[config.mk]
export PLATFORM = sky130hd
export DESIGN_NAME = my74ls191_flat
export DESIGN_NICKNAME = d
export VERILOG_FILES = /design/src/rtl/my74ls191_pkg.sv /design/src/rtl/my74ls191_if.sv /design/src/rtl/my74ls191_digit.sv /design/src/rtl/my74ls191.sv /design/src/flat_wrapper.sv
export SDC_FILE = /design/constraint.sdc
export NUM_CORES = 1
export LEC_CHECK = 0
export ABC_AREA = 0
export CORE_ASPECT_RATIO = 0.7
export CORE_UTILIZATION = 30
export DETAILED_ROUTE_END_ITERATION = 16
export GPL_TIMING_DRIVEN = 0
export PLACE_DENSITY = 0.63
export SETUP_SLACK_MARGIN = 0.05
export SLEW_MARGIN = 20
export SYNTH_ARGS = -nofsm -noshare
export SYNTH_HDL_FRONTEND = slang
export SYNTH_SLANG_ARGS = --single-unit
[constraint.sdc]
create_clock -name CP -period 1.65 [get_ports CP]
set_clock_uncertainty 0.05 [all_clocks]
set_input_delay 0.2475 -clock CP [delete_from_list [all_inputs] [get_ports CP]]
set_output_delay 0.2475 -clock CP [all_outputs]
set_load 0.02 [all_outputs]
[src/rtl/my74ls191_pkg.sv]
// Shared constants for the my74ls191 up/down counter.
// The DECADE_MODE_EN macro selects mod-10 digits (74LS190) instead of mod-16 (74LS191).
package my74ls191_pkg;

  localparam int          DIGIT_W  = 4;
  localparam logic [3:0]  HEX_MAX  = 4'hF;
  localparam logic [3:0]  DEC_MAX  = 4'h9;
  localparam logic        DIR_UP   = 1'b0;
  localparam logic        DIR_DOWN = 1'b1;

`ifdef DECADE_MODE_EN
  localparam bit          DECADE   = 1'b1;
`else
  localparam bit          DECADE   = 1'b0;
`endif

  localparam logic [3:0]  DIGIT_MAX = DECADE ? DEC_MAX : HEX_MAX;

endpackage

[src/rtl/my74ls191_if.sv]
// Control/data bundle of the my74ls191 counter; CP and CR stay plain ports.
// The master drives controls and load data, the slave (the counter) drives state and flags.
interface my74ls191_if
  import my74ls191_pkg::*;
#(
  parameter int STAGES = 2
);

  localparam int W = DIGIT_W * STAGES;

  logic         LDn;
  logic [W-1:0] D;
  logic         CTEn;
  logic         DNUP;
  logic [W-1:0] Q;
  logic         MAX_MIN;
  logic         WRAP;

  modport master (
    output LDn, D, CTEn, DNUP,
    input  Q, MAX_MIN, WRAP
  );

  modport slave (
    input  LDn, D, CTEn, DNUP,
    output Q, MAX_MIN, WRAP
  );

endinterface

[src/rtl/my74ls191_digit.sv]
// One 4-bit presettable up/down digit; its terminal-out feeds the next digit's enable.
// Digit maximum comes from the package (9 when DECADE_MODE_EN is defined, else F).
module my74ls191_digit
  import my74ls191_pkg::*;
(
  input  logic               CP,
  input  logic               CR,
  input  logic               LDn,
  input  logic [DIGIT_W-1:0] d,
  input  logic               en_in,
  input  logic               DNUP,
  output logic [DIGIT_W-1:0] q,
  output logic               tc_out
);

  // Up terminal uses >= so illegal BCD nibbles (A..F) roll to 0 with a carry.
  always_comb begin
    tc_out = 1'b0;
    if (DNUP == DIR_DOWN) tc_out = (q == '0);
    else                  tc_out = (q >= DIGIT_MAX);
  end

  // NOTE: sequential state uses non-blocking assignments so all digits update from pre-edge values.
  always_ff @(posedge CP) begin
    if (CR) begin
      q <= '0;
    end else if (!LDn) begin
      q <= d;
    end else if (en_in) begin
      if (DNUP == DIR_UP) q <= tc_out ? '0 : q + 4'd1;
      else                q <= tc_out ? DIGIT_MAX : q - 4'd1;
    end
  end

endmodule

[src/rtl/my74ls191.sv]
// Cascadable presettable up/down counter (74LS191, or 74LS190 with DECADE_MODE_EN).
// Digits ripple their enables combinationally; WRAP is a registered one-cycle pulse.
module my74ls191
  import my74ls191_pkg::*;
#(
  parameter int STAGES = 2
)(
  input  logic           CP,
  input  logic           CR,
  my74ls191_if.slave     bus
);

  localparam int W = DIGIT_W * STAGES;

  logic [STAGES-1:0] tc;
  logic [STAGES:0]   en;
  logic [W-1:0]      q;
  logic              wrap_q;

  // en[i] is high when counting is enabled and every lower digit is terminal.
  assign en[0] = ~bus.CTEn;

  for (genvar i = 0; i < STAGES; i++) begin : g_digit
    assign en[i+1] = en[i] & tc[i];

    my74ls191_digit u_digit (
      .CP     (CP),
      .CR     (CR),
      .LDn    (bus.LDn),
      .d      (bus.D[i*DIGIT_W +: DIGIT_W]),
      .en_in  (en[i]),
      .DNUP   (bus.DNUP),
      .q      (q[i*DIGIT_W +: DIGIT_W]),
      .tc_out (tc[i])
    );
  end

  // en[STAGES] means the top digit is rolling over on this edge.
  always_ff @(posedge CP) begin
    if (CR)            wrap_q <= 1'b0;
    else if (!bus.LDn) wrap_q <= 1'b0;
    else               wrap_q <= en[STAGES];
  end

  assign bus.Q       = q;
  assign bus.MAX_MIN = &tc;
  assign bus.WRAP    = wrap_q;

endmodule

[src/flat_wrapper.sv]
// flat-port wrapper written by rule: the top's interface ports become plain ports
module my74ls191_flat import my74ls191_pkg::*;
#(
  parameter int STAGES = 2
)
  (CP, CR, bus_LDn, bus_D, bus_CTEn, bus_DNUP, bus_Q, bus_MAX_MIN, bus_WRAP);
  my74ls191_if #(.STAGES(STAGES)) bus_i ();
  input  logic CP;
  input  logic CR;
  input wire logic [$bits(bus_i.LDn)-1:0] bus_LDn;
  input wire logic [$bits(bus_i.D)-1:0] bus_D;
  input wire logic [$bits(bus_i.CTEn)-1:0] bus_CTEn;
  input wire logic [$bits(bus_i.DNUP)-1:0] bus_DNUP;
  output wire logic [$bits(bus_i.Q)-1:0] bus_Q;
  output wire logic [$bits(bus_i.MAX_MIN)-1:0] bus_MAX_MIN;
  output wire logic [$bits(bus_i.WRAP)-1:0] bus_WRAP;
  assign bus_i.LDn = bus_LDn;
  assign bus_i.D = bus_D;
  assign bus_i.CTEn = bus_CTEn;
  assign bus_i.DNUP = bus_DNUP;
  assign bus_Q = bus_i.Q;
  assign bus_MAX_MIN = bus_i.MAX_MIN;
  assign bus_WRAP = bus_i.WRAP;
  my74ls191 #(.STAGES(STAGES)) u_core (.CP(CP), .CR(CR), .bus(bus_i));
endmodule
# Word level (Yosys, flattened, before mapping)
# Index checks and enable logic that the tools add are counted.
dict set report classes {
  reduce_logical 4
  multipliers 0
  eq_ne 2
  order_cmp 2
  addsub 4
  n_shift 0
  n_div 0
  n_bitwise 4
  n_mux 12
}
# operator count
set ops {}
lappend ops {{4-bit 2-to-1 mux} 10}
lappend ops {{4-bit by 1-bit adder with 4-bit output, second input constant} 2}
lappend ops {{4-bit greater-or-equal comparator, second input constant} 2}
lappend ops {{4-bit logical NOT} 2}
lappend ops {{4-bit by 1-bit subtractor with 4-bit output, second input constant} 2}
lappend ops {{1-bit bitwise AND} 2}
lappend ops {{1-bit 2-to-1 mux} 2}
lappend ops {{2-bit by 1-bit != test with 1-bit output, second input constant} 1}
lappend ops {{2-bit != test, second input constant} 1}
lappend ops {{1-bit inverter} 2}
lappend ops {{2-bit AND reduction} 1}
lappend ops {{2-bit OR reduction} 1}
dict set report word_totals {
  latch_bits 0
  input_bits 13
  mem_bits_ro 0
  regBits 9
  mem_count 0
  mem_bits_rw 0
  output_inout_bits 10
  word_cells 31
}

# Longest topological paths before layout
dict set report logic_depth {
  ltp_word 6
  ltp_mapped 7
}

# Modules after synthesis
# A second synthesis with hierarchy kept.
dict set report unflattened {
  hier_cells 105
  area_unflattened_um2 890.9
}
# mod cells_each seq_area_each_um2 instances area_each_um2
set modules_own_cells {}
lappend modules_own_cells {my74ls191_digit 50 80.1 2 417.9}
lappend modules_own_cells {my74ls191 5 20.0 1 55.1}

# Least setup slack after synthesis
# OpenSTA, ideal clock, no wires.
dict set report synth_timing {
  kind {reg2reg}
  from {register u_core.g_digit[0].u_digit.q[0]}
  to {register u_core.g_digit[1].u_digit.q[2]}
  synth_period_minus_slack_ps 1717
  t_arrival_ps 1588
  n_path_buf 0
  setup_ps 79
  t_required_ps 1521
  path_stages_with_launch 8
  path_slack_ps -67
  path_cell_list {dfxtp_1 -> inv_1 -> ha_1 -> and4bb_4 -> o21bai_4 -> nor2_2 -> xnor2_1 -> a211oi_2}
}
dict set report synth_via {
  elab_chain_len 4
  word_cells_on_any_way 5
  classes_between {1 x order compare; 1 x eq/ne; 1 x mux; 1 x bitwise; 1 x reduce/logical}
}
# item line
set synth_rtl {}
lappend synth_rtl {{from (decl)} my74ls191_digit.sv:12} ;# output logic [DIGIT_W-1:0] q,
lappend synth_rtl {{from (signal assigned)} my74ls191_digit.sv:30} ;# if (DNUP == DIR_UP) q <= tc_out ? '0 : q + 4'd1;
lappend synth_rtl {{from (signal assigned)} my74ls191_digit.sv:31} ;# else q <= tc_out ? DIGIT_MAX : q - 4'd1;
lappend synth_rtl {{4-bit greater-or-equal comparator or 4-bit logical NOT (tied branches)} {my74ls191_digit.sv:20, my74ls191_digit.sv:19}}
lappend synth_rtl {{1-bit 2-to-1 mux (*)} my74ls191_digit.sv:19} ;# if (DNUP == DIR_DOWN) tc_out = (q == '0);
lappend synth_rtl {{1-bit bitwise AND (*)} my74ls191.sv:24} ;# assign en[i+1] = en[i] & tc[i];
lappend synth_rtl {{2-bit by 1-bit != test with 1-bit output (no line) (*)} n/a}
lappend synth_rtl {{to (signal assigned)} my74ls191_digit.sv:30}
lappend synth_rtl {{to (signal assigned)} my74ls191_digit.sv:31}
lappend synth_rtl {{to (decl)} my74ls191_digit.sv:12}
# Every way passes the cells marked *; elsewhere a longest branch is shown, timed or not.
# A chain may end at the register's enable or synchronous reset.

# Final worst setup path
dict set report layout_timing {
  from {register u_core.g_digit[1].u_digit.q[1]}
  to {output port bus_MAX_MIN}
}
dict set report layout_via {
  elab_chain_len 3
  word_cells_on_any_way 4
  classes_between {1 x order compare; 1 x mux; 2 x reduce/logical}
}
# item line
set layout_rtl {}
lappend layout_rtl {{4-bit greater-or-equal comparator or 4-bit logical NOT (tied branches)} {my74ls191_digit.sv:20, my74ls191_digit.sv:19}}
lappend layout_rtl {{1-bit 2-to-1 mux (*)} my74ls191_digit.sv:19}
lappend layout_rtl {{2-bit AND reduction (*)} my74ls191.sv:46} ;# assign bus.MAX_MIN = &tc;
lappend layout_rtl {{to (decl)} flat_wrapper.sv:15} ;# output wire logic [$bits(bus_i.MAX_MIN)-1:0] bus_MAX_MIN;
# Marks and branches as above.

==> results by group <==
Floorplan
  – Starting Density: 0.3350
  – Core area: around 2300 um^2
  – Standard-cell rows: 14
  – Height of the chip: 44.03 um
  – I/O Pins: 23
  – Die area: 2731 um^2
  – Die X: 62.04 um

Synth
  – Post-Syn Nets: 115
  – Synth Area in Adders: 0.06612
  – Ys flop type: dfxtp_1
  – Seq/Total Area, Yosys: 0.2380
  – Yosys top cell by area: dfxtp_1
  – Synth unique cells: 36
  – Ys Warns: 0
  – #FFs+latches synth: 9
  – Mux share of post-synthesis cell area: 0.02645
  – Synth Area in Compound Gates: 0.2959
  – Synth async-reset ratio: 0
  – Combinational family with the most area after synthesis: compound AO/OA/AOI/OAI gates
  – Synth Area in Simple Gates: 0.2364
  – Mapped Area: 757.0 um^2
  – Leading cell types by count after synthesis: nor2_1 (15), a21oi_1 (9), dfxtp_1 (9), inv_1 (8), nand2_1 (8)
  – Mapped Cells: between 90 and 100
  – Largest cells by area after synthesis: dfxtp_1 (24%), nor2_1 (7.4%), ha_1 (6.6%), a21oi_1 (6.0%), o21ai_0 (4.6%)
  – Post-synth EDFFs: 0
  – Syn_area_per_cell: 7.724 um^2
  – Top-count cell post-synth: nor2_1
  – Top-area cell type share of the netlist area: 0.2380
  – Synth Area in XOR/XNOR: 0.03471

STA
  – Setup TNS Final: -41.02 ps
  – Final hold vios: 0
  – RSZ-0062 raised after global routing: yes
  – Final-report setup violation count: 1
  – Max Slew Vio Count: 0
  – Worst slew margin: 0.7873
  – Fin crit share: 1.025
  – PnR worst setup slack: -41.02 ps
  – Final min period: 1691 ps
  – Worst Tran Pin Value: 314.9 ps
  – FMAX: 591.4 MHz

Power and ir drop
  – Peak supply drop: 0.3465 mV
  – Sw Share: 0.3523
  – Switching power total: approximately 0.26 mW
  – Combinational power share: 0.418
  – Cell Pwr Density: about 600 nW/um^2
  – Internal power: 0.4866 mW
  – Leakage: 0.4906 nW
  – Flop pwr share: 0.349
  – Clock network power share: 0.233

Drt
  – Vias per cell: 5.156
  – WL met2: 1021 um
  – Final wirelength: between 2000 and 2500 um
  – Met3 Wirelength: about 130 um
  – Top layer reached by signal wires: met4
  – DRC: 0
  – Met1 wire length: 1111 um
  – Routed WL per cell: 13.72 um
  – First-pass DRT Iterations: 4
  – Routed Antenna Nets: 0
  – Via Count: 861
  – Initial drt markers: 24

Placed design
  – Dpl hpwl: between 1000 and 1500 um
  – Port buffer count: 19
  – GP Congestion: 0.8456

Clocking
  – Root Buffer: clkbuf_4
  – Maximum buffer depth of the clock tree: 2
  – Clk_lat worst skew: 260 ps
  – CTS sink cnt: 9
  – CTS tree: built
  – Htree depth: 1
  – CTS buffer count: 3
  – Clock-pin slew on the worst setup and hold paths: 60 ps
  – Hold-fix buffers, CTS: 0

Job
  – Max cap viols: 0

Critical path
  – Worst r2r src: u_core.g_digit[1].u_digit.q[1]
  – Critical Path RT: about 1400 ps
  – Worst R2R Path Depth: 8
  – Crit path max fanout: 4
  – R2r setup slk: around 40 ps
  – Worst endpoint data arrival time: between 1000 and 1500 ps
  – End of the worst register-to-register path: u_core.g_digit[1].u_digit.q[3]
  – Startpoint class of the critical path: flip-flop
  – Worst Setup End Kind: primary output
  – CP Class: flip-flop to primary output

Status
  – Run status: finished with violations
  – Failing checks: setup timing

GRT
  – Largest net degree at the start of global routing: 11
  – First-pass GRT wire length: between 3000 and 4000 um
  – Grt ovf: 0
  – Initial antenna violation count: 0
  – Vias in the first global route: 746
  – Global Route Usage Sum: 0.1709

Layout
  – Synthesis-to-layout area growth: 64.30%
  – NumNets Final: between 150 and 200
  – Finished Core Util: 0.5504
  – Antenna cells: 0
  – Layout cell share with drive strength beyond 1: 0.3852

Min path
  – Worst hold path depth: 2
  – Hold WC Path Type: primary input to flip-flop
  – Hold_sp: CR
  – WHS Endpoint: u_core.g_digit[1].u_digit.q[2]
cell type report:
| cell class | count | area (um^2) |
|---|---|---|
| fill | 215 | 1016 |
| timing repair buffer | 33 | 286.5 |
| inverter | 8 | 30.03 |
| multi-input combinational | 75 | 616.8 |
| clock buffer | 4 | 26.28 |
| tap | 32 | 40.04 |
| buffer | 6 | 48.80 |
| sequential | 9 | 195.2 |
worst max-delay path, cell delays in order, from the launching register on:
cell,delay [ps]
dfxtp_4,370
ha_4,160
and3b_2,220
a21oi_4,190
nor2_4,70
buf_6,130
how the worst max path moves through the flow:
stage	endpoint	start	depth (start not counted)
2_1_floorplan	u_core.g_digit[1].u_digit.q[1]	u_core.g_digit[1].u_digit.q[1]	6
3_3_place_gp	bus_MAX_MIN	bus_DNUP	7
3_5_place_dp	bus_MAX_MIN	bus_DNUP	7
4_1_cts	bus_MAX_MIN	u_core.g_digit[0].u_digit.q[1]	6
5_1_grt	bus_MAX_MIN	u_core.g_digit[0].u_digit.q[0]	6
6_report	bus_MAX_MIN	u_core.g_digit[1].u_digit.q[1]	5
cells in the final DEF (no fill, tap or decap), drive strengths merged:
master | synthesis | final
a311oi | 3 | 3
and3b | 1 | 1
o21ai | 7 | 7
o41ai | 2 | 2
a21o | 1 | 1
o31ai | 1 | 1
clkbuf | 2 | 6
xnor2 | 3 | 3
nand2b | 1 | 1
a21oi | 9 | 9
nor2 | 16 | 16
o221ai | 1 | 1
buf | 4 | 19
dfxtp | 9 | 9
nand2 | 8 | 8
and4b | 1 | 1
dlygate4sd2 | 0 | 8
o21bai | 3 | 3
and4bb | 1 | 1
nand4 | 1 | 1
mux2i | 2 | 2
clkdlybuf4s50 | 0 | 10
nor4 | 1 | 1
nor3b | 1 | 1
o211ai | 2 | 2
nand3b | 1 | 1
a211oi | 3 | 3
ha | 4 | 4
nor4b | 1 | 1
nand3 | 1 | 1
inv | 8 | 8
cell families after synthesis:
kind of cell,Yosys count
AND/OR/NAND/NOR,34
AO/OA/AOI/OAI,32
buffers and inverters,14
flip-flops,9
adder cells (fa/ha/maj),4
XOR/XNOR,3
multiplexers,2
per-layer routing:
layer	vias to the layer above	global-route usage
met5	-	0
met4	0	0.04444
met3	4	0.05556
met2	25	0.2532
met1	405	0.2384
li1	427	-
stage by stage:
stage | cells | total power [mW] | area [um^2] | worst slack, ps | hold slack [ps]
2_1_floorplan | 98 | 0.4168 | 763.2 | 61.33 | 341.3
3_3_place_gp | 149 | 0.4984 | 993.5 | -693.4 | 449.0
3_5_place_dp | 149 | 0.5021 | 993.5 | -708.5 | 451.9
4_1_cts | 164 | 0.7158 | 1151 | -39.89 | 172.2
5_1_grt | 167 | 0.7957 | 1244 | -79.49 | 187.2
6_report | 167 | 0.7514 | 1244 | -41.02 | 183.9
sequential cells by signal, summed over array words and instances, names as in the netlist:
register                  count
u_core.bus.WRAP               1
u_core.g_digit.u_digit.q      8
what timing repair did:
action                                  4_1_cts  5_1_grt
pin swaps                                    12        8
buffers inserted                             11        3
resized for setup                            33       14
endpoints found under the setup margin       10        6
power groups by stage:
stage	combinational, mW	sequential, mW	clock (mW)
after floorplan	0.135	0.282	0
after global placement	0.230	0.268	0
after detailed placement	0.234	0.269	0
after CTS	0.276	0.259	0.181
after global routing	0.340	0.265	0.191
final	0.314	0.262	0.175
Note: power is estimated with default switching activity, not from simulation.
